[src/rtl/conv_pkg.sv]
// Shared definitions for the convolution datapath: element widths, kernel size,
// default image geometry and the FIFO word layout used by producer and consumer.
package conv_pkg;
    localparam int PIXEL_WIDTH    = 8;
    localparam int WEIGHT_WIDTH   = 8;
    localparam int KERNEL         = 3;
    localparam int IMG_W_DEFAULT  = 32;
    localparam int IMG_H_DEFAULT  = 32;
    localparam int IMG_AW_DEFAULT = 10;

    // FIFO word: pixel in the MSBs, weight in the LSBs
    typedef struct packed {
        logic [PIXEL_WIDTH-1:0]  pixel;
        logic [WEIGHT_WIDTH-1:0] weight;
    } fifo_word_t;
endpackage

[src/rtl/conv_window_feeder_if.sv]
// FIFO write port plus image/weight SRAM read ports of the window feeder.
interface conv_window_feeder_if import conv_pkg::*; #(
    parameter int PIXEL_W  = PIXEL_WIDTH,
    parameter int WEIGHT_W = WEIGHT_WIDTH,
    parameter int IMG_AW   = IMG_AW_DEFAULT
);
    logic                         fifo_full;
    logic                         fifo_write;
    logic [PIXEL_W+WEIGHT_W-1:0]  fifo_wdata;
    logic                         img_rd;
    logic [IMG_AW-1:0]            img_addr;
    logic [PIXEL_W-1:0]           img_rdata;
    logic [3:0]                   w_addr;
    logic [WEIGHT_W-1:0]          w_rdata;

    modport master (
        input  fifo_full, img_rdata, w_rdata,
        output fifo_write, fifo_wdata, img_rd, img_addr, w_addr
    );

    modport slave (
        output fifo_full, img_rdata, w_rdata,
        input  fifo_write, fifo_wdata, img_rd, img_addr, w_addr
    );
endinterface

[src/rtl/conv_skid_reg.sv]
// One-entry hold register: captures the returning pair when the FIFO is full and
// releases it first once the FIFO can accept a write again.
module conv_skid_reg #(
    parameter int WIDTH = 16
) (
    input  logic             clk,
    input  logic             reset,
    input  logic             in_valid,
    input  logic [WIDTH-1:0] in_data,
    input  logic             full,
    output logic             out_valid,
    output logic [WIDTH-1:0] out_data,
    output logic             hold_valid
);
    logic [WIDTH-1:0] hold_data;

    always_ff @(posedge clk or negedge reset) begin
        if (!reset) begin
            hold_valid <= 1'b0;
            hold_data  <= '0;
        end else if (full) begin
            if (in_valid) begin
                hold_valid <= 1'b1;
                hold_data  <= in_data;
            end
        end else begin
            hold_valid <= 1'b0;
        end
    end

    // A held pair blocks new reads upstream, so hold and in_valid never coexist
    always_comb begin
        out_valid = (in_valid || hold_valid) && !full;
        out_data  = '0;
        if (out_valid)
            out_data = hold_valid ? hold_data : in_data;
    end
endmodule

[src/rtl/conv_window_feeder.sv]
// Walks a 3x3 kernel over the image (valid padding, stride 1) and pushes one
// {pixel, weight} pair per FIFO write, nine pairs per output window.
module conv_window_feeder import conv_pkg::*; #(
    parameter int IMG_W    = IMG_W_DEFAULT,
    parameter int IMG_H    = IMG_H_DEFAULT,
    parameter int PIXEL_W  = PIXEL_WIDTH,
    parameter int WEIGHT_W = WEIGHT_WIDTH,
    parameter int IMG_AW   = IMG_AW_DEFAULT
) (
    input  logic                   clk,
    input  logic                   reset,
    input  logic                   start,
    conv_window_feeder_if.master   bus,
    output logic                   busy,
    output logic                   done
);
    localparam logic [1:0] IDLE  = 2'd0;
    localparam logic [1:0] RUN   = 2'd1;
    localparam logic [1:0] DRAIN = 2'd2;
    localparam logic [1:0] DONE  = 2'd3;

    localparam int CW = $clog2(IMG_W);
    localparam int RW = $clog2(IMG_H);
    localparam logic [1:0]    KMAX = 2'(KERNEL - 1);
    localparam logic [CW-1:0] CMAX = CW'(IMG_W - KERNEL);
    localparam logic [RW-1:0] RMAX = RW'(IMG_H - KERNEL);

    logic [1:0]    state;
    logic [1:0]    kx, ky;
    logic [CW-1:0] col;
    logic [RW-1:0] row;
    logic          in_flight;
    logic          hold_valid;
    logic          start_acc;
    logic          rd_issue;
    logic          last_read;

    always_comb begin
        start_acc = (state == IDLE) && start;
        rd_issue  = (state == RUN) && !bus.fifo_full && !hold_valid;
        last_read = rd_issue && (row == RMAX) && (col == CMAX) && (ky == KMAX) && (kx == KMAX);
    end

    always_ff @(posedge clk or negedge reset) begin
        if (!reset) begin
            state     <= IDLE;
            in_flight <= 1'b0;
        end else begin
            in_flight <= rd_issue;
            case (state)
                IDLE:    if (start) state <= RUN;
                RUN:     if (last_read) state <= DRAIN;
                DRAIN:   if (!in_flight && !hold_valid) state <= DONE;
                default: state <= IDLE;
            endcase
        end
    end

    // The final read wraps every counter back to zero, leaving them cleared for the next frame
    always_ff @(posedge clk or negedge reset) begin
        if (!reset) begin
            kx  <= '0;
            ky  <= '0;
            col <= '0;
            row <= '0;
        end else if (start_acc) begin
            kx  <= '0;
            ky  <= '0;
            col <= '0;
            row <= '0;
        end else if (rd_issue) begin
            if (kx == KMAX) begin
                kx <= '0;
                if (ky == KMAX) begin
                    ky <= '0;
                    if (col == CMAX) begin
                        col <= '0;
                        row <= (row == RMAX) ? '0 : row + RW'(1);
                    end else begin
                        col <= col + CW'(1);
                    end
                end else begin
                    ky <= ky + 2'd1;
                end
            end else begin
                kx <= kx + 2'd1;
            end
        end
    end

    always_comb begin
        bus.img_rd   = rd_issue;
        bus.img_addr = IMG_AW'((32'(row) + 32'(ky)) * 32'(IMG_W) + 32'(col) + 32'(kx));
        bus.w_addr   = 4'(ky) * 4'(KERNEL) + 4'(kx);
        busy         = (state == RUN) || (state == DRAIN);
        done         = (state == DONE);
    end

    conv_skid_reg #(
        .WIDTH(PIXEL_W + WEIGHT_W)
    ) u_skid (
        .clk       (clk),
        .reset     (reset),
        .in_valid  (in_flight),
        .in_data   ({bus.img_rdata, bus.w_rdata}),
        .full      (bus.fifo_full),
        .out_valid (bus.fifo_write),
        .out_data  (bus.fifo_wdata),
        .hold_valid(hold_valid)
    );
endmodule

[src/flat_wrapper.sv]
// flat-port wrapper written by rule: the top's interface ports become plain ports
module conv_window_feeder_flat import conv_pkg::*;
#(
    parameter int IMG_W    = IMG_W_DEFAULT,
    parameter int IMG_H    = IMG_H_DEFAULT,
    parameter int PIXEL_W  = PIXEL_WIDTH,
    parameter int WEIGHT_W = WEIGHT_WIDTH,
    parameter int IMG_AW   = IMG_AW_DEFAULT
)
  (clk, reset, start, busy, done, bus_fifo_full, bus_img_rdata, bus_w_rdata, bus_fifo_write, bus_fifo_wdata, bus_img_rd, bus_img_addr, bus_w_addr);
  conv_window_feeder_if #(.PIXEL_W(PIXEL_W), .WEIGHT_W(WEIGHT_W), .IMG_AW(IMG_AW)) bus_i ();
  input  logic clk;
  input  logic reset;
  input  logic start;
  output logic busy;
  output logic done;
  input wire logic [$bits(bus_i.fifo_full)-1:0] bus_fifo_full;
  input wire logic [$bits(bus_i.img_rdata)-1:0] bus_img_rdata;
  input wire logic [$bits(bus_i.w_rdata)-1:0] bus_w_rdata;
  output wire logic [$bits(bus_i.fifo_write)-1:0] bus_fifo_write;
  output wire logic [$bits(bus_i.fifo_wdata)-1:0] bus_fifo_wdata;
  output wire logic [$bits(bus_i.img_rd)-1:0] bus_img_rd;
  output wire logic [$bits(bus_i.img_addr)-1:0] bus_img_addr;
  output wire logic [$bits(bus_i.w_addr)-1:0] bus_w_addr;
  assign bus_i.fifo_full = bus_fifo_full;
  assign bus_i.img_rdata = bus_img_rdata;
  assign bus_i.w_rdata = bus_w_rdata;
  assign bus_fifo_write = bus_i.fifo_write;
  assign bus_fifo_wdata = bus_i.fifo_wdata;
  assign bus_img_rd = bus_i.img_rd;
  assign bus_img_addr = bus_i.img_addr;
  assign bus_w_addr = bus_i.w_addr;
  conv_window_feeder #(.IMG_W(IMG_W), .IMG_H(IMG_H), .PIXEL_W(PIXEL_W), .WEIGHT_W(WEIGHT_W), .IMG_AW(IMG_AW)) u_core (.clk(clk), .reset(reset), .start(start), .bus(bus_i), .busy(busy), .done(done));
endmodule
[config.mk]
export PLATFORM = sky130hd
export DESIGN_NAME = conv_window_feeder_flat
export DESIGN_NICKNAME = d
export VERILOG_FILES = /design/src/rtl/conv_pkg.sv /design/src/rtl/conv_window_feeder_if.sv /design/src/rtl/conv_skid_reg.sv /design/src/rtl/conv_window_feeder.sv /design/src/flat_wrapper.sv
export SDC_FILE = /design/constraint.sdc
export NUM_CORES = 1
export LEC_CHECK = 0
export ABC_AREA = 1
export BUFFER_PORTS_ARGS = -buffer_cell sky130_fd_sc_hd__buf_2
export CELL_PAD_IN_SITES_DETAIL_PLACEMENT = 1
export CELL_PAD_IN_SITES_GLOBAL_PLACEMENT = 1
export CORE_MARGIN = 3
export CORE_UTILIZATION = 44
export CTS_BUF_LIST = sky130_fd_sc_hd__clkbuf_2 sky130_fd_sc_hd__clkbuf_4 sky130_fd_sc_hd__clkbuf_8
export DETAILED_ROUTE_END_ITERATION = 8
export PLACE_DENSITY = 0.95
export SLEW_MARGIN = 30
export SYNTH_ARGS = -nofsm -noshare
export SYNTH_HDL_FRONTEND = slang
export SYNTH_HIERARCHICAL = 1
export SYNTH_SLANG_ARGS = --single-unit
[constraint.sdc]
create_clock -name clk -period 4.2 [get_ports clk]
set_input_delay 0 -clock clk [delete_from_list [all_inputs] [get_ports clk]]
set_output_delay 0 -clock clk [all_outputs]
set_load 0.01 [all_outputs]
Yosys cells after proc, flatten, opt, wreduce, memory -nomap -nowiden:

Cells that the tools add are included.

* equal/unequal tests: 11
* $add $sub $neg: 8
* multiplexer cells: 26
* multipliers: 1
* reductions and logical operators: 24

Operator list (number)
* 5-bit 2-to-1 mux: 11
* 16-bit 2-to-1 mux: 2
* 2-bit 2-to-1 mux: 10
* 10-bit by 2-bit adder with 10-bit output: 1
* 10-bit by 5-bit adder with 10-bit output: 1
* 5-bit by 1-bit adder with 5-bit output, second input constant: 2
* 5-bit equality test, second input constant: 2
* 1-bit logical AND: 9
* 2-bit equality test, second input constant: 4
* 2-bit nonzero test: 4
* 2-bit by 1-bit != test with 1-bit output, second input constant: 3
* 2-bit case mux with 3 select lines: 1
* 3-bit AND reduction: 2
* 5-bit by 2-bit adder with 5-bit output: 1
* 2-bit by 1-bit adder with 2-bit output, second input constant: 2
* 4-bit by 2-bit adder with 4-bit output: 1
* 2-bit by 2-bit multiplier with 4-bit output, second input constant: 1
* 2-bit AND reduction: 2
* 4-bit AND reduction: 1
* 1-bit logical NOT: 3
* 2-bit by 1-bit equality test with 1-bit output, second input constant: 1
* 2-bit logical NOT: 1
* 1-bit logical OR: 2
* 1-bit 2-to-1 mux: 2
* 2-bit != test, second input constant: 1

* input port bits: 20
* bits in registers: 34

Depth between registers and ports, before layout:

* depth in word-level cells: 9
* mapped depth: 11

Cells and area by module:

The synthesis kept the hierarchy.

By module, submodules not included
* conv_window_feeder: instances 1, cells each 195, area an instance 1549.0 um^2
* conv_skid_reg: instances 1, cells each 160, area an instance 1074.8 um^2

Worst setup path before layout:

OpenSTA, ideal clock, no wires.

* kind: register -> output
* from: register u_core.ky[0]
* to: output bus_img_addr[9]
* slack: 2407 ps
* buffers on the path: 0
* stages on the path, launching flop included: 10
* arrival: 1793 ps
* data required time: 4200 ps
* cell sequence: dfrtp_1 -> ha_1 -> inv_1 -> fa_1 -> inv_1 -> nand2_1 -> nor2_1 -> nand3_1 -> nor2_1 -> xor2_1

* cells in the longest elaborated chain, start to end: 3

Ends and longest elaborated chain
* start: declaration: RTL line conv_window_feeder.sv:29 `logic [1:0] kx, ky;`
* start signal: assignment: RTL line conv_window_feeder.sv:83 `ky <= ky + 2'd1;`
* 5-bit by 2-bit adder with 5-bit output: RTL line conv_window_feeder.sv:93 `bus.img_addr = IMG_AW'((32'(row) + 32'(ky)) * 32'(IMG_W) + 32'(col) + 32'(kx));`
* 10-bit by 5-bit adder with 10-bit output: RTL line conv_window_feeder.sv:93
* 10-bit by 2-bit adder with 10-bit output: RTL line conv_window_feeder.sv:93
* end: declaration: RTL line flat_wrapper.sv:23 `output wire logic [$bits(bus_i.img_addr)-1:0] bus_img_addr;`

Every way passes these cells.

Worst setup path after layout:

Same ends and word-level chain as after synthesis.

==> flow_summary.toml <==
[outcome]
status = "complete, no violations"

[timing]
fin_skew_ns = 0.0138
tns_ns = 0
rsz0062_at_grt = "false"
setup_viol = 0
slew-limit-headroom_pct = 47.1
period_needed_ns = 2.42
fmax_mhz = 413
fin_crit_sh_pct = 57.7
worst_pin_slew_ns = 0.794
drv_slew = 0
worst_slack_ns = 1.78
timing.hold.ws_ns = 0.00643
finalHoldViolCount = 0

[placed_design]
placed_area_sq_um = 2850
pre_cts_slack_ns = 2.14
dp_hpwl_mm = 5.33
gp_congestion = 0.838
io_buffers = 53

[routing]
ant_nets = 0
drtPass1Iterations = 4
route.detailed.drc = 0
drt_iter0_drc = 96
via_count = 2544
routedWlPerCell_um = 16.9
vias_per_cell = 5.21
drt-total-wl_mm = 8.24

[clocking]
htree_levels = 2
cts-buffers-inserted = 5
numClockSinks = 34
cts_tree = "built"
clk-insertion-delay-late_ns = 0.30
root_buffer = "clkbuf_8"
clkSlewWorstSetupHoldPaths_ns = 0.08
cts_buffer_depth = 2

[synth]
synth_commonest_cells = "nand2_1, nand3_1, dfrtp_1, inv_1, ha_1"
synth_top_family_by_area = "simple AND/OR/NAND/NOR gates"
synthAdderAreaFrac_pct = 11.2
ys.flop_type = "dfrtp_1"
synth_top_cell_by_area = "dfrtp_1"
synth-compound-area-share_pct = 3.81
synth-edff-count = 0
muxShareOfSynthArea_pct = 0
synth_cell_types = 32
syn_inst = 355
yosysMostFrequentCell = "nand2_1"
synth_top_area_share_pct = 32.4
syn-mean-instance-area_sq_um = 7.39
yosys.area_share.simple_pct = 37.1
ys_async_sr_fraction_pct = 100
yosys-top-cells-area = "dfrtp_1, nand2_1, ha_1, nand3_1, inv_1"
ys_ff_latch = 34
synth_warnings = 6
synthXorXnorAreaFrac_pct = 3.67
synth_nets = 396
synth.cell_area_sq_um = 2620
synth-seq-area-share_pct = 32.4

[die]
start_util_pct = 46.5
core.rowCount = 27
io_pins = 54
die_x_um = 83.2
die_y_um = 83.2
fp.dieArea_sq_um = 6930
core_sq_um = 5640

[grt]
grt.overflow.total = 0
grt_max_degree = 35
grt_use_total_pct = 24.4
grt_pass1_wl_mm = 13.8
grt_pass1_vias = 2790
antenna_found_initial = 0

[power_and_ir_drop]
powerDensity_nw_per_um2 = 571
p_int_w = 0.000903
p_sw_share_pct = 48.7
p_sw_w = 0.000855
pwr-share-seq_pct = 35.7
vdd_drop_max_v = 0.000265
leakagePower_nw = 1.83
power_frac_clock_pct = 13.4
combPwrFrac_pct = 50.9

[worst_setup_path]
critPathTopFamily = "adder cells"
cp.arrival_ns = 2.42
required_ns = 4.20
cp_slowest_cell = "fa_1"
criticalPathCategory = "reg -> out"
critPathMaxFanout = 5
max_stage_delay_ns = 0.48
cp-start-kind = "flop"
worstSetupEndpointType = "primary output"
path_buf_inv = 3
worstPathCellList = "ha_1 > inv_1 > fa_1 > inv_1 > nand2_1 > nor2_1 > nand3_1 > nor2_1 > xor2_1 > buf_2"

[hold_path]
min_path_type = "in -> reg"

[final_layout]
stdcell_area_sq_um = 3080
drive_above_1_share_pct = 23.8
diodes = 0
syn_to_final_growth_pct = 17.4
final_net_count = 457

[job]
cap_violations = 0
## per-stage QoR
stage	std cells	total power [W]	utilization (%)
finish	488	0.00176	54.6
global route	488	0.00191	54.6
CTS	488	0.00174	54.6
detailed placement	466	0.00148	50.5
global placement	466	0.00140	50.5
floorplan	355	0.00121	-
## registers in the layout (all words and copies together), names as in the netlist
name and flops:
u_core/state 2, u_core/u_skid/hold_valid 1, u_core/col 5, u_core/u_skid/hold_data 16
u_core/row 5, u_core/ky 2, u_core/in_flight 1, u_core/kx 2
## tightest hold or removal path, stage by stage
cell     delay [ns]
buf_2          0.10
nand3_1        0.08
nand2_1        0.08
## power groups by stage
stage / logic [W] / registers [W] / clock network [W]
2_1_floorplan: 0.000660 / 0.000549 / 0
3_3_place_gp: 0.000789 / 0.000611 / 0
3_5_place_dp: 0.000852 / 0.000627 / 0
4_1_cts: 0.000879 / 0.000622 / 0.000240
5_1_grt: 0.00100 / 0.000647 / 0.000259
6_report: 0.000894 / 0.000627 / 0.000236
## kinds of logic (layout without fill, tap and decap cells)
logic type	after synthesis	count (layout)
XOR/XNOR	11	11
AND/OR/NAND/NOR	209	209
flip-flops	34	34
adder cells (fa/ha/maj)	21	21
AO/OA/AOI/OAI	18	18
buffers and inverters	62	123
## area by class of cell
cell class	instances	area, sq um
fill	766	2560
multi-input combinational	259	1460
sequential	34	851
timing repair buffer	68	415
inverter	48	183
tap	72	90.1
clock buffer	5	68.8
clock inverter	2	10.0
## final timing paths
kind / from / slack, ns / cells after the start / to
min in group asynchronous: reset / 0.33 / 2 / u_core/col[0]
min: bus_w_rdata[1] / 0.006 / 3 / u_core/u_skid/hold_data[1]
min reg2reg: u_core/u_skid/hold_data[11] / 0.47 / 2 / u_core/u_skid/hold_data[11]
max reg2reg: u_core/u_skid/hold_valid / 2.10 / 6 / u_core/row[4]
max in group asynchronous: reset / 3.36 / 2 / u_core/state[0]
max: u_core/ky[0] / 1.78 / 10 / bus_img_addr[9]
## layout by cell type (no fill, tap or decap)
cell type      count
inv_2             13
o22ai_1            1
buf_2             53
dlygate4sd3_1     15
nand3_2            1
or2_2              1
nand3_1           36
dfrtp_1           34
xnor2_1            3
o21a_1             1
o21ai_0           10
and3_1             1
nand2_1          131
clkinv_2           2
inv_1             34
a21oi_1            2
ha_1              17
nor2_1            14
o21ai_1            2
xor2_1             8
nand2_2           12
nand2_8            1
nor2_4             3
nor2_2             3
fa_1               4
nor2_8             2
nand3b_4           1
inv_4              1
a211oi_1           1
clkbuf_8           5
nand4_1            3
a21oi_2            1
## timing repair
item                                   in CTS  in global routing
gates resized for setup                     0                  0
setup buffers                               0                  0
endpoints found under the hold margin      48                  0
hold buffers                               15                  0
## per-layer routing
layer | vias up | global-route usage, % | part of all wire [%]
met1 | 1250 | 29.5 | 41
met2 | 70 | 42.9 | 53
li1 | 1205 | - | -
met5 | - | 0 | 0
met4 | 0 | 10.5 | 2.4
met3 | 19 | 3.47 | 4.3
Note: power is estimated with default switching activity, not from simulation.
